==> src/rtl/ifu_pkg.sv <==
// Shared definitions for the instruction fetch unit.
//   XLEN             : word / address width
//   INST_INC         : byte step between consecutive instructions
//   DEFAULT_RESET_PC : default first fetch address after reset
//   fetch_entry_t    : one queue entry, {pc, inst}
//   word_align()     : clears the byte-offset bits of an address
package ifu_pkg;
  localparam int          XLEN             = 32;
  localparam logic [31:0] INST_INC         = 32'd4;
  localparam logic [31:0] DEFAULT_RESET_PC = 32'h0000_0000;

  typedef struct packed {
    logic [XLEN-1:0] pc;
    logic [XLEN-1:0] inst;
  } fetch_entry_t;

  function automatic logic [XLEN-1:0] word_align(input logic [XLEN-1:0] a);
    return a & ~32'h3;
  endfunction
endpackage

==> src/rtl/ifu_if.sv <==
// Fetch-side bus: instruction memory port, issue handshake towards decode,
// and the redirect request from the back end.
//   master : the fetch unit (drives im_addr and the issue outputs)
//   slave  : memory + decode + redirect source
interface ifu_if import ifu_pkg::*; ();
  logic [XLEN-1:0] im_addr;
  logic [XLEN-1:0] im_data;
  logic            inst_valid;
  logic            inst_ready;
  logic [XLEN-1:0] inst;
  logic [XLEN-1:0] inst_pc;
  logic            redirect;
  logic [XLEN-1:0] redirect_pc;

  modport master (
    output im_addr, inst_valid, inst, inst_pc,
    input  im_data, inst_ready, redirect, redirect_pc
  );

  modport slave (
    input  im_addr, inst_valid, inst, inst_pc,
    output im_data, inst_ready, redirect, redirect_pc
  );
endinterface

==> src/rtl/ifu_fifo.sv <==
// Generic synchronous FIFO used as the fetch instruction queue.
//   clk/rst : clock, async active-high reset (empties the queue)
//   push    : write wdata at the tail (ignored when full unless popping)
//   pop     : drop the head (ignored when empty)
//   flush   : empty the queue; wins over push and pop
//   rdata   : head entry, reads zero when empty
//   count   : number of valid entries, 0..DEPTH
// DEPTH must be a power of two so the pointers wrap by natural overflow.
module ifu_fifo #(
  parameter int WIDTH = 64,
  parameter int DEPTH = 2
) (
  input  logic                     clk,
  input  logic                     rst,
  input  logic                     push,
  input  logic [WIDTH-1:0]         wdata,
  input  logic                     pop,
  input  logic                     flush,
  output logic [WIDTH-1:0]         rdata,
  output logic [$clog2(DEPTH):0]   count
);
  localparam int AW = $clog2(DEPTH);
  localparam int CW = AW + 1;

  logic [WIDTH-1:0] mem_q [DEPTH];
  logic [AW-1:0]    rd_ptr_q, rd_ptr_d;
  logic [AW-1:0]    wr_ptr_q, wr_ptr_d;
  logic [CW-1:0]    count_q, count_d;
  logic             full, do_push, do_pop;

  always_comb begin
    full    = (count_q == CW'(DEPTH));
    do_pop  = pop & (count_q != '0);
    // A pop on the same edge frees the slot, so a full queue can still accept.
    do_push = push & (~full | do_pop);

    rd_ptr_d = rd_ptr_q;
    wr_ptr_d = wr_ptr_q;
    count_d  = count_q;
    if (flush) begin
      rd_ptr_d = '0;
      wr_ptr_d = '0;
      count_d  = '0;
    end else begin
      if (do_push) wr_ptr_d = wr_ptr_q + AW'(1);
      if (do_pop)  rd_ptr_d = rd_ptr_q + AW'(1);
      case ({do_push, do_pop})
        2'b10:   count_d = count_q + CW'(1);
        2'b01:   count_d = count_q - CW'(1);
        default: count_d = count_q;
      endcase
    end
  end

  always_ff @(posedge clk or posedge rst) begin
    if (rst) begin
      rd_ptr_q <= '0;
      wr_ptr_q <= '0;
      count_q  <= '0;
    end else begin
      rd_ptr_q <= rd_ptr_d;
      wr_ptr_q <= wr_ptr_d;
      count_q  <= count_d;
    end
  end

  // Storage needs no reset: entries are only visible through count.
  always_ff @(posedge clk) begin
    if (do_push && !flush) mem_q[wr_ptr_q] <= wdata;
  end

  assign rdata = (count_q != '0) ? mem_q[rd_ptr_q] : '0;
  assign count = count_q;
endmodule

==> src/rtl/ifu.sv <==
// Instruction fetch unit: holds the fetch PC, reads one word per cycle from
// a combinational instruction memory, and queues {pc, inst} for decode.
//   clk/rst : clock, async active-high reset
//   bus     : ifu_if.master -- im_addr/im_data memory port,
//             inst_valid/inst_ready/inst/inst_pc issue handshake,
//             redirect/redirect_pc flush-and-restart request
module ifu import ifu_pkg::*; #(
  parameter logic [XLEN-1:0] RESET_PC = DEFAULT_RESET_PC,
  parameter int              QDEPTH   = 2
) (
  input  logic   clk,
  input  logic   rst,
  ifu_if.master  bus
);
  localparam int CW = $clog2(QDEPTH) + 1;

  logic [XLEN-1:0] pc_q, pc_d;
  logic [CW-1:0]   count;
  logic            full, pop, push;
  fetch_entry_t    wentry, head;

  assign full = (count == CW'(QDEPTH));
  assign pop  = bus.inst_valid & bus.inst_ready;
  // Redirect squashes the word fetched from the stale PC.
  assign push = ~bus.redirect & (~full | pop);

  always_comb begin
    pc_d = pc_q;
    if (bus.redirect)  pc_d = word_align(bus.redirect_pc);
    else if (push)     pc_d = pc_q + INST_INC;
  end

  always_ff @(posedge clk or posedge rst) begin
    if (rst) pc_q <= RESET_PC;
    else     pc_q <= pc_d;
  end

  assign wentry.pc   = pc_q;
  assign wentry.inst = bus.im_data;

  ifu_fifo #(
    .WIDTH ($bits(fetch_entry_t)),
    .DEPTH (QDEPTH)
  ) u_fifo (
    .clk   (clk),
    .rst   (rst),
    .push  (push),
    .wdata (wentry),
    .pop   (pop),
    .flush (bus.redirect),
    .rdata (head),
    .count (count)
  );

  assign bus.im_addr    = word_align(pc_q);
  assign bus.inst_valid = (count != '0);
  // Head reads zero while empty, which covers the reset-time requirement.
  assign bus.inst       = head.inst;
  assign bus.inst_pc    = head.pc;
endmodule

==> src/flat_wrapper.sv <==
// flat-port wrapper written by rule: the top's interface ports become plain ports
module ifu_flat import ifu_pkg::*;
#(
  parameter logic [XLEN-1:0] RESET_PC = DEFAULT_RESET_PC,
  parameter int              QDEPTH   = 2
)
  (clk, rst, bus_im_addr, bus_inst_valid, bus_inst, bus_inst_pc, bus_im_data, bus_inst_ready, bus_redirect, bus_redirect_pc);
  ifu_if bus_i ();
  input  logic clk;
  input  logic rst;
  output wire logic [$bits(bus_i.im_addr)-1:0] bus_im_addr;
  output wire logic [$bits(bus_i.inst_valid)-1:0] bus_inst_valid;
  output wire logic [$bits(bus_i.inst)-1:0] bus_inst;
  output wire logic [$bits(bus_i.inst_pc)-1:0] bus_inst_pc;
  input wire logic [$bits(bus_i.im_data)-1:0] bus_im_data;
  input wire logic [$bits(bus_i.inst_ready)-1:0] bus_inst_ready;
  input wire logic [$bits(bus_i.redirect)-1:0] bus_redirect;
  input wire logic [$bits(bus_i.redirect_pc)-1:0] bus_redirect_pc;
  assign bus_im_addr = bus_i.im_addr;
  assign bus_inst_valid = bus_i.inst_valid;
  assign bus_inst = bus_i.inst;
  assign bus_inst_pc = bus_i.inst_pc;
  assign bus_i.im_data = bus_im_data;
  assign bus_i.inst_ready = bus_inst_ready;
  assign bus_i.redirect = bus_redirect;
  assign bus_i.redirect_pc = bus_redirect_pc;
  ifu #(.RESET_PC(RESET_PC), .QDEPTH(QDEPTH)) u_core (.clk(clk), .rst(rst), .bus(bus_i));
endmodule
==> config.mk <==
export PLATFORM = sky130hd
export DESIGN_NAME = ifu_flat
export DESIGN_NICKNAME = d
export VERILOG_FILES = /design/src/rtl/ifu_pkg.sv /design/src/rtl/ifu_if.sv /design/src/rtl/ifu_fifo.sv /design/src/rtl/ifu.sv /design/src/flat_wrapper.sv
export SDC_FILE = /design/constraint.sdc
export NUM_CORES = 1
export LEC_CHECK = 0
export CORE_MARGIN = 2
export CORE_UTILIZATION = 33
export DETAILED_ROUTE_END_ITERATION = 6
export GPL_ROUTABILITY_DRIVEN = 0
export SLEW_MARGIN = 20
export SYNTH_ARGS = -nofsm -noshare
export SYNTH_HDL_FRONTEND = slang
export SYNTH_SLANG_ARGS = --single-unit
==> constraint.sdc <==
create_clock -name clk -period 13.7 [get_ports clk]
set_clock_uncertainty 0.15 [all_clocks]
set_input_delay 2.74 -clock clk [delete_from_list [all_inputs] [get_ports clk]]
set_output_delay 2.74 -clock clk [all_outputs]
set_load 0.1 [all_outputs]
==> run_summary.xml <==
<?xml version="1.0" encoding="UTF-8"?>
<metrics>
  <group name="synth">
    <metric name="number_of_unique_standard_cell_types_used_by_synthesis" unit="">43</metric>
    <metric name="syn-instance-count" unit="">508</metric>
    <metric name="synthArstFlopShare" unit="">0.215</metric>
    <metric name="synthesis.area_per_instance" unit="um^2">13.3</metric>
    <metric name="synthFlopType" unit="">sky130_fd_sc_hd__edfxtp_1</metric>
    <metric name="synth-seq-area-share" unit="">0.679</metric>
    <metric name="syn-cell-area" unit="um^2">6740</metric>
    <metric name="synth.ff_latch_count" unit="">158</metric>
    <metric name="number_of_synthesized_flops_with_an_enable_pin" unit="">124</metric>
    <metric name="yosys_warnings" unit="">0</metric>
  </group>
  <group name="run">
    <metric name="max_cap_viols" unit="">0</metric>
  </group>
  <group name="critical_path">
    <metric name="cells_on_worst_reg2reg_path" unit="">4</metric>
    <metric name="timing.critical_path.required" unit="ps">10810</metric>
    <metric name="worstPathArrival" unit="ps">2950</metric>
    <metric name="cp_max_fo" unit="">47</metric>
    <metric name="critPathSlowestCell" unit="">sky130_fd_sc_hd__clkdlybuf4s50_1</metric>
    <metric name="timing.critical_path.cells" unit="">nor2_4 &gt; buf_4 &gt; nor2_1 &gt; clkdlybuf4s50_1</metric>
    <metric name="timing_worst_setup_path_type" unit="">register to output pin</metric>
    <metric name="cp_top_family" unit="">buffers and inverters</metric>
    <metric name="worst_r2r_dst" unit="">u_core.pc_q[25]</metric>
    <metric name="timing.reg2reg.setup_slack" unit="ps">11060</metric>
    <metric name="timing.critical_path.buf_inv" unit="">2</metric>
    <metric name="max_stage_delay" unit="ps">1000</metric>
    <metric name="crit_path_end_kind" unit="">output pin</metric>
    <metric name="reg2reg_from" unit="">u_core.u_fifo.count[1]</metric>
    <metric name="setup.worst_path.start_class" unit="">register</metric>
  </group>
  <group name="outcome">
    <metric name="status" unit="">finished clean</metric>
  </group>
  <group name="pwr">
    <metric name="design_power_total" unit="mW">1.60</metric>
    <metric name="peak_supply_drop" unit="mV">0.0737</metric>
    <metric name="p_leak" unit="nW">3.15</metric>
    <metric name="p_per_area" unit="nW/um^2">172</metric>
  </group>
  <group name="timing">
    <metric name="max_slew_margin" unit="">0.265</metric>
    <metric name="timing_max_transition_violations_final" unit="">0</metric>
    <metric name="grt_setup_unrepaired" unit="">false</metric>
    <metric name="hold_viol" unit="">0</metric>
    <metric name="final_period_minus_worst_setup_slack" unit="ps">5840</metric>
    <metric name="totalNegativeSetupSlack" unit="ps">0</metric>
    <metric name="whs" unit="ps">424</metric>
    <metric name="setup_viol" unit="">0</metric>
    <metric name="clock.fmax" unit="MHz">171</metric>
    <metric name="max_slew.worst_pin.slew" unit="ps">1100</metric>
    <metric name="layout_worst_path_cycle_share" unit="">0.426</metric>
  </group>
  <group name="route">
    <metric name="drt-wirelength-per-cell" unit="um">17.0</metric>
    <metric name="initialDrtViolationCount" unit="">348</metric>
    <metric name="firstDrtPassIters" unit="">5</metric>
    <metric name="dr_total_vias" unit="">4640</metric>
    <metric name="avgViaCountPerCell" unit="">4.89</metric>
    <metric name="route.detailed.drc" unit="">0</metric>
    <metric name="routed_wl" unit="um">16200</metric>
    <metric name="ant_nets" unit="">0</metric>
  </group>
  <group name="floorplan">
    <metric name="floorplan.initialDensity" unit="">0.334</metric>
    <metric name="rows" unit="">52</metric>
    <metric name="ioPinCount" unit="">165</metric>
    <metric name="area_inside_the_core_boundary" unit="um^2">20200</metric>
    <metric name="floorplan.die.height" unit="um">147</metric>
    <metric name="die_w" unit="um">147</metric>
    <metric name="die-area" unit="um^2">21600</metric>
  </group>
  <group name="clocking">
    <metric name="clock_sink_count" unit="">158</metric>
    <metric name="post_cts.repair.setup_buffers" unit="">0</metric>
    <metric name="post_cts_resize_count" unit="">0</metric>
    <metric name="insertion_delay" unit="ps">420</metric>
    <metric name="tritoncts" unit="">yes</metric>
    <metric name="cts.hold.buffers_added" unit="">0</metric>
    <metric name="clock-root-buffer" unit="">sky130_fd_sc_hd__clkbuf_16</metric>
    <metric name="htree_levels" unit="">4</metric>
    <metric name="clkTransAtPathRegs" unit="ps">60</metric>
    <metric name="cts_buffers" unit="">17</metric>
    <metric name="cts_buffer_depth" unit="">2</metric>
  </group>
  <group name="layout">
    <metric name="nets_final" unit="">734</metric>
    <metric name="filler_cell_count" unit="">1792</metric>
    <metric name="stdcell_area" unit="um^2">9290</metric>
    <metric name="multiInputGateArea" unit="um^2">2040</metric>
    <metric name="post_route_cells_drive_above_1_share" unit="">0.0708</metric>
    <metric name="insertedDiodeCount" unit="">0</metric>
    <metric name="syn2layout_area_growth" unit="%">37.8</metric>
    <metric name="ff_latch_area" unit="um^2">4580</metric>
  </group>
  <group name="global_routing">
    <metric name="gr-usage-met3" unit="">0.0475</metric>
    <metric name="grt_start_max_net_pins" unit="">64</metric>
    <metric name="grt_overflow" unit="">0</metric>
    <metric name="grt_first_pass_wirelength" unit="um">25800</metric>
    <metric name="grt_busiest_layer" unit="">met2</metric>
    <metric name="global_route.usage.met2" unit="">0.253</metric>
    <metric name="grt_antenna_before_repair" unit="">0</metric>
    <metric name="m1_gr_usage" unit="">0.200</metric>
    <metric name="grt_use_total" unit="">0.154</metric>
    <metric name="grt_pass1_vias" unit="">4636</metric>
  </group>
  <group name="worst_hold_path">
    <metric name="holdCritStartpoint" unit="">u_core.pc_q[29]</metric>
    <metric name="hold-path-cell-count" unit="">0</metric>
    <metric name="hold_path.class" unit="">register to register</metric>
    <metric name="whs_endpoint" unit="">u_core.u_fifo.mem_q[0][61]</metric>
  </group>
  <group name="place">
    <metric name="buffer_ports.inserted" unit="">158</metric>
    <metric name="hpwl" unit="um">10400</metric>
    <metric name="detailed_place.area" unit="um^2">8600</metric>
  </group>
</metrics>
[layout by cell type, fill, tap and decap left out, types with 3 or more instances in the layout]
| cell type | Yosys | final |
|---|---|---|
| sky130_fd_sc_hd__xor2_1 | 4 | 4 |
| sky130_fd_sc_hd__clkinv_4 | 0 | 3 |
| sky130_fd_sc_hd__a31oi_1 | 13 | 13 |
| sky130_fd_sc_hd__conb_1 | 1 | 4 |
| sky130_fd_sc_hd__inv_1 | 4 | 4 |
| sky130_fd_sc_hd__clkdlybuf4s50_1 | 0 | 158 |
| sky130_fd_sc_hd__o31ai_1 | 13 | 13 |
| sky130_fd_sc_hd__or4_1 | 15 | 15 |
| sky130_fd_sc_hd__nor2_1 | 82 | 81 |
| sky130_fd_sc_hd__edfxtp_1 | 124 | 124 |
| sky130_fd_sc_hd__bufinv_16 | 0 | 5 |
| sky130_fd_sc_hd__clkbuf_16 | 0 | 17 |
| sky130_fd_sc_hd__nor3_1 | 4 | 3 |
| sky130_fd_sc_hd__nand2_1 | 25 | 25 |
| sky130_fd_sc_hd__xnor2_1 | 9 | 9 |
| sky130_fd_sc_hd__nor2b_1 | 5 | 5 |
| sky130_fd_sc_hd__a22oi_1 | 3 | 3 |
| sky130_fd_sc_hd__nor3b_1 | 4 | 4 |
| sky130_fd_sc_hd__and3_1 | 4 | 3 |
| sky130_fd_sc_hd__mux2i_1 | 63 | 63 |
| sky130_fd_sc_hd__nand3_1 | 18 | 18 |
| sky130_fd_sc_hd__nor4_1 | 4 | 4 |
| sky130_fd_sc_hd__o21ai_0 | 16 | 16 |
| sky130_fd_sc_hd__buf_4 | 4 | 5 |
| sky130_fd_sc_hd__nand4_1 | 11 | 11 |
| sky130_fd_sc_hd__dfrtp_1 | 34 | 33 |
[layout make-up]
type	count	share of cell area
multi-input combinational	319	0.220
clock buffer	20	0.0492
clock inverter	12	0.0225
sequential	158	0.493
inverter	5	0.00202
timing repair buffer	164	0.177
tap	270	0.0364
[through the flow]
stage	utilization	instances	setup slack [ps]
after floorplan	-	511	5350
after global placement	0.426	915	8060
after detailed placement	0.426	915	8050
after CTS	0.459	947	7580
after global routing	0.461	948	7620
final	0.461	948	7860
[metal layers]
layer / routed length (um) / share of wire
met1: 7020 / 0.43
met2: 7850 / 0.49
met3: 1110 / 0.069
met4: 172 / 0.011
met5: 0 / 0
[worst max path at each step]
stage / from / to / depth (start not counted) / slack (ps)
floorplan: bus_redirect / u_core.u_fifo.mem_q[0][0] / 4 / 5350
global placement: u_core.u_fifo.rd_ptr_q / bus_inst_pc[15] / 3 / 8060
detailed placement: u_core.u_fifo.rd_ptr_q / bus_inst_pc[15] / 3 / 8050
CTS: u_core.u_fifo.rd_ptr_q / bus_inst_pc[15] / 3 / 7580
global route: u_core.u_fifo.count[1] / bus_inst_pc[12] / 4 / 7620
finish: u_core.u_fifo.count[1] / bus_inst_pc[15] / 4 / 7860
[sequential cells by signal (all words and copies together), names as in the netlist]
signal	flops
u_core.pc_q	30
u_core.u_fifo.count	2
u_core.u_fifo.mem_q	124
u_core.u_fifo.rd_ptr_q	1
u_core.u_fifo.wr_ptr_q	1
[cells in the mapped netlist (3+ instances only)]
master / instances / area [um^2]
sky130_fd_sc_hd__edfxtp_1: 124 / 3720
sky130_fd_sc_hd__nor2_1: 82 / 308
sky130_fd_sc_hd__mux2i_1: 63 / 631
sky130_fd_sc_hd__dfrtp_1: 34 / 851
sky130_fd_sc_hd__nand2_1: 25 / 93.8
sky130_fd_sc_hd__nand3_1: 18 / 90.1
sky130_fd_sc_hd__clkbuf_1: 17 / 63.8
sky130_fd_sc_hd__o21ai_0: 16 / 80.1
sky130_fd_sc_hd__or4_1: 15 / 113
sky130_fd_sc_hd__a31oi_1: 13 / 81.3
sky130_fd_sc_hd__o31ai_1: 13 / 97.6
sky130_fd_sc_hd__nand4_1: 11 / 68.8
sky130_fd_sc_hd__xnor2_1: 9 / 78.8
sky130_fd_sc_hd__buf_1: 5 / 18.8
sky130_fd_sc_hd__nor2b_1: 5 / 31.3
sky130_fd_sc_hd__and3_1: 4 / 25.0
sky130_fd_sc_hd__buf_4: 4 / 30.0
sky130_fd_sc_hd__inv_1: 4 / 15.0
sky130_fd_sc_hd__nor3_1: 4 / 20.0
sky130_fd_sc_hd__nor3b_1: 4 / 30.0
sky130_fd_sc_hd__nor4_1: 4 / 25.0
sky130_fd_sc_hd__xor2_1: 4 / 35.0
sky130_fd_sc_hd__a22oi_1: 3 / 22.5
[cells by family (layout without fill, tap and decap cells)]
logic type	count (synthesis)	count (layout)	share of synthesized area
AO/OA/AOI/OAI	52	52	0.0494
AND/OR/NAND/NOR	186	186	0.136
XOR/XNOR	13	13	0.0169
other	1	4	0.000556
multiplexers	63	63	0.0936
buffers and inverters	34	201	0.0226
flip-flops	158	158	0.679
adder cells (fa/ha/maj)	1	1	0.00186
[power by group]
part,switching (mW),internal (mW)
clock network,0.186,0.335
registers,0.0332,0.563
logic,0.367,0.117
total,0.587,1.02
(Power assumes the default switching activity.)
==> RTL change (same settings) <==
Make the reset (`rst`) synchronous in 2 clocked blocks. Comments in the files are not updated.
--- a/src/rtl/ifu_fifo.sv
+++ b/src/rtl/ifu_fifo.sv
@@ -54,3 +54,3 @@
 
-  always_ff @(posedge clk or posedge rst) begin
+  always_ff @(posedge clk) begin
     if (rst) begin
--- a/src/rtl/ifu.sv
+++ b/src/rtl/ifu.sv
@@ -32,3 +32,3 @@
 
-  always_ff @(posedge clk or posedge rst) begin
+  always_ff @(posedge clk) begin
     if (rst) pc_q <= RESET_PC;
Formal check against the unedited RTL: differs if rst is asserted again (counterexample within 4 cycles, from zero or initial values and one cycle with rst high); with rst held inactive, the same outputs for 4 cycles.
==> RTL change against the original RTL <==
  * Worst setup slack lost 140 ps
  * Wire length shrank 3.9%
  * Die area shrank 2.5%
  * Critical endpoint is now bus_inst_pc[16]
  * Design area shrank 2.1%
  * Cell count shrank 1.7%
  * Non-clock buffer count grew 2
  * First-iteration DRC count shrank 39%
  * Critical path depth is the same
  * Sequential cell count grew 1
  * Register-to-register slack lost 90 ps
  * Synthesized area shrank 2.5%
  * Via count shrank 6.3%
Power is not compared: it rests on default switching activity, and its combinational part moved more than twofold at a synthesized area within 25%.
==> RTL change: results (changes against the original RTL) <==
cells_and_area:
  final_nets: 724  # -1.4%
  stdcell_count: 932  # -1.7%
  drive_gt1_frac: 0.0735  # +0.00267
  final_util: 0.466  # +0.00511
  fillerInstances: 1776  # -0.89%
  diodes: 0  # unchanged
  regMostFlops: "u_core.u_fifo.mem_q"
power_and_ir_drop:
  peakVddDrop_uv: 73.9
  leakagePower_nw: 2.99
  p_comb_w: 0.000234
  power_density_nw_per_um2: 142
detailed_routing:
  post_drt_via_cell_ratio: 4.66  # -4.7%
  antenna_left: 0  # unchanged
  drt-initial-drc-count: 211  # -39%
  totalWireLength_um: 15500  # -3.9%
  firstDrtPassIters: 4  # -1
timing:
  slew_headroom: 0.300  # +0.0349
  slew_viol_final: 0  # unchanged
clocking:
  clk_pin_slew_worst_paths_ps: 70
  cts_inserted_buffers: 17  # unchanged
  cts_resized: 0  # unchanged
  clk_path_buf_depth: 2  # unchanged
  clkLatencyLatePin_ps: 420  # about the same
  cts_setup_buffers: 0  # unchanged
critical_path:
  slowest_stage: "clkdlybuf4s50_1"
  critPathArrivalTime_ps: 3090  # +140 ps
  cpPeakStageDelay_ps: 1000  # about the same
  critPathMaxFanout: 35  # -26%
  cp_top_family: "buffers and inverters"
global_routing:
  grt_pass1_vias: 4537  # -2.1%
  grt_first_pass_wirelength_um: 24700  # -4.3%
  track_usage: 0.150  # -0.00405
  grt_max_degree: 63  # -1.6%
synth:
  synth_compound_area_frac: 0.0366  # -0.0128
  ys_warn_count: 0  # unchanged
  synthTopCellsByArea: "edfxtp_1, dfxtp_1, mux2i_1"
  async_reset_ff_frac: 0  # -0.215
  synth.distinct_cells: 32  # -26%
  synth_enable_flop_cells: 124  # unchanged
  synthTopCellsByCount: "edfxtp_1, nor2_1, mux2i_1"
  synth-xor-area-share: 0.0453  # +0.0284
  ys.flop_type: "edfxtp_1"
  syn_inst: 497  # -2.2%
  yosysSeqAreaShare: 0.674  # -0.00515
  synthAdderAreaFrac: 0.00381  # +0.00195
  synthMuxAreaShare: 0.0960  # +0.00244
place:
  port_buffers: 158  # unchanged
  dp_slack_ps: 7720  # -333 ps
  post-dp-hpwl_um: 10400  # -0.73%
  dpl_cell_area_um2: 8450  # -1.7%
  placed_cells: 899  # -1.7%
status:
  status: "finished, final reports clean"
worst_hold_path:
  hold_path_class: "flip-flop to flip-flop"
-- RTL change: area by class of cell --
cell class | instances | area share
Clock buffer | 17 | 0.0468
Clock inverter | 15 | 0.0211
Inverter | 7 | 0.00289
Multi-Input combinational cell | 303 | 0.221
Sequential cell | 159 | 0.487
Tap cell | 265 | 0.0365
Timing Repair Buffer | 166 | 0.185
-- RTL change: worst paths after layout --
check	start	to	depth (start not counted)	slack [ps]
setup / recovery	u_core.u_fifo.count[0]	bus_inst_pc[16]	4	7720
setup reg to reg	u_core.u_fifo.count[0]	u_core.u_fifo.mem_q[0][1]	5	10970
hold reg to reg	u_core.pc_q[30]	u_core.u_fifo.mem_q[1][62]	0	370
hold / removal	u_core.pc_q[30]	u_core.u_fifo.mem_q[1][62]	0	370
-- RTL change: per-layer routing --
layer  up-vias  routed length [um]  GRT usage
li1       2104                   -          -
met3        16                 804     0.0374
met1      2090                7070      0.189
met5         -                   0          0
met2       137                7440      0.252
met4         0                 225     0.0529
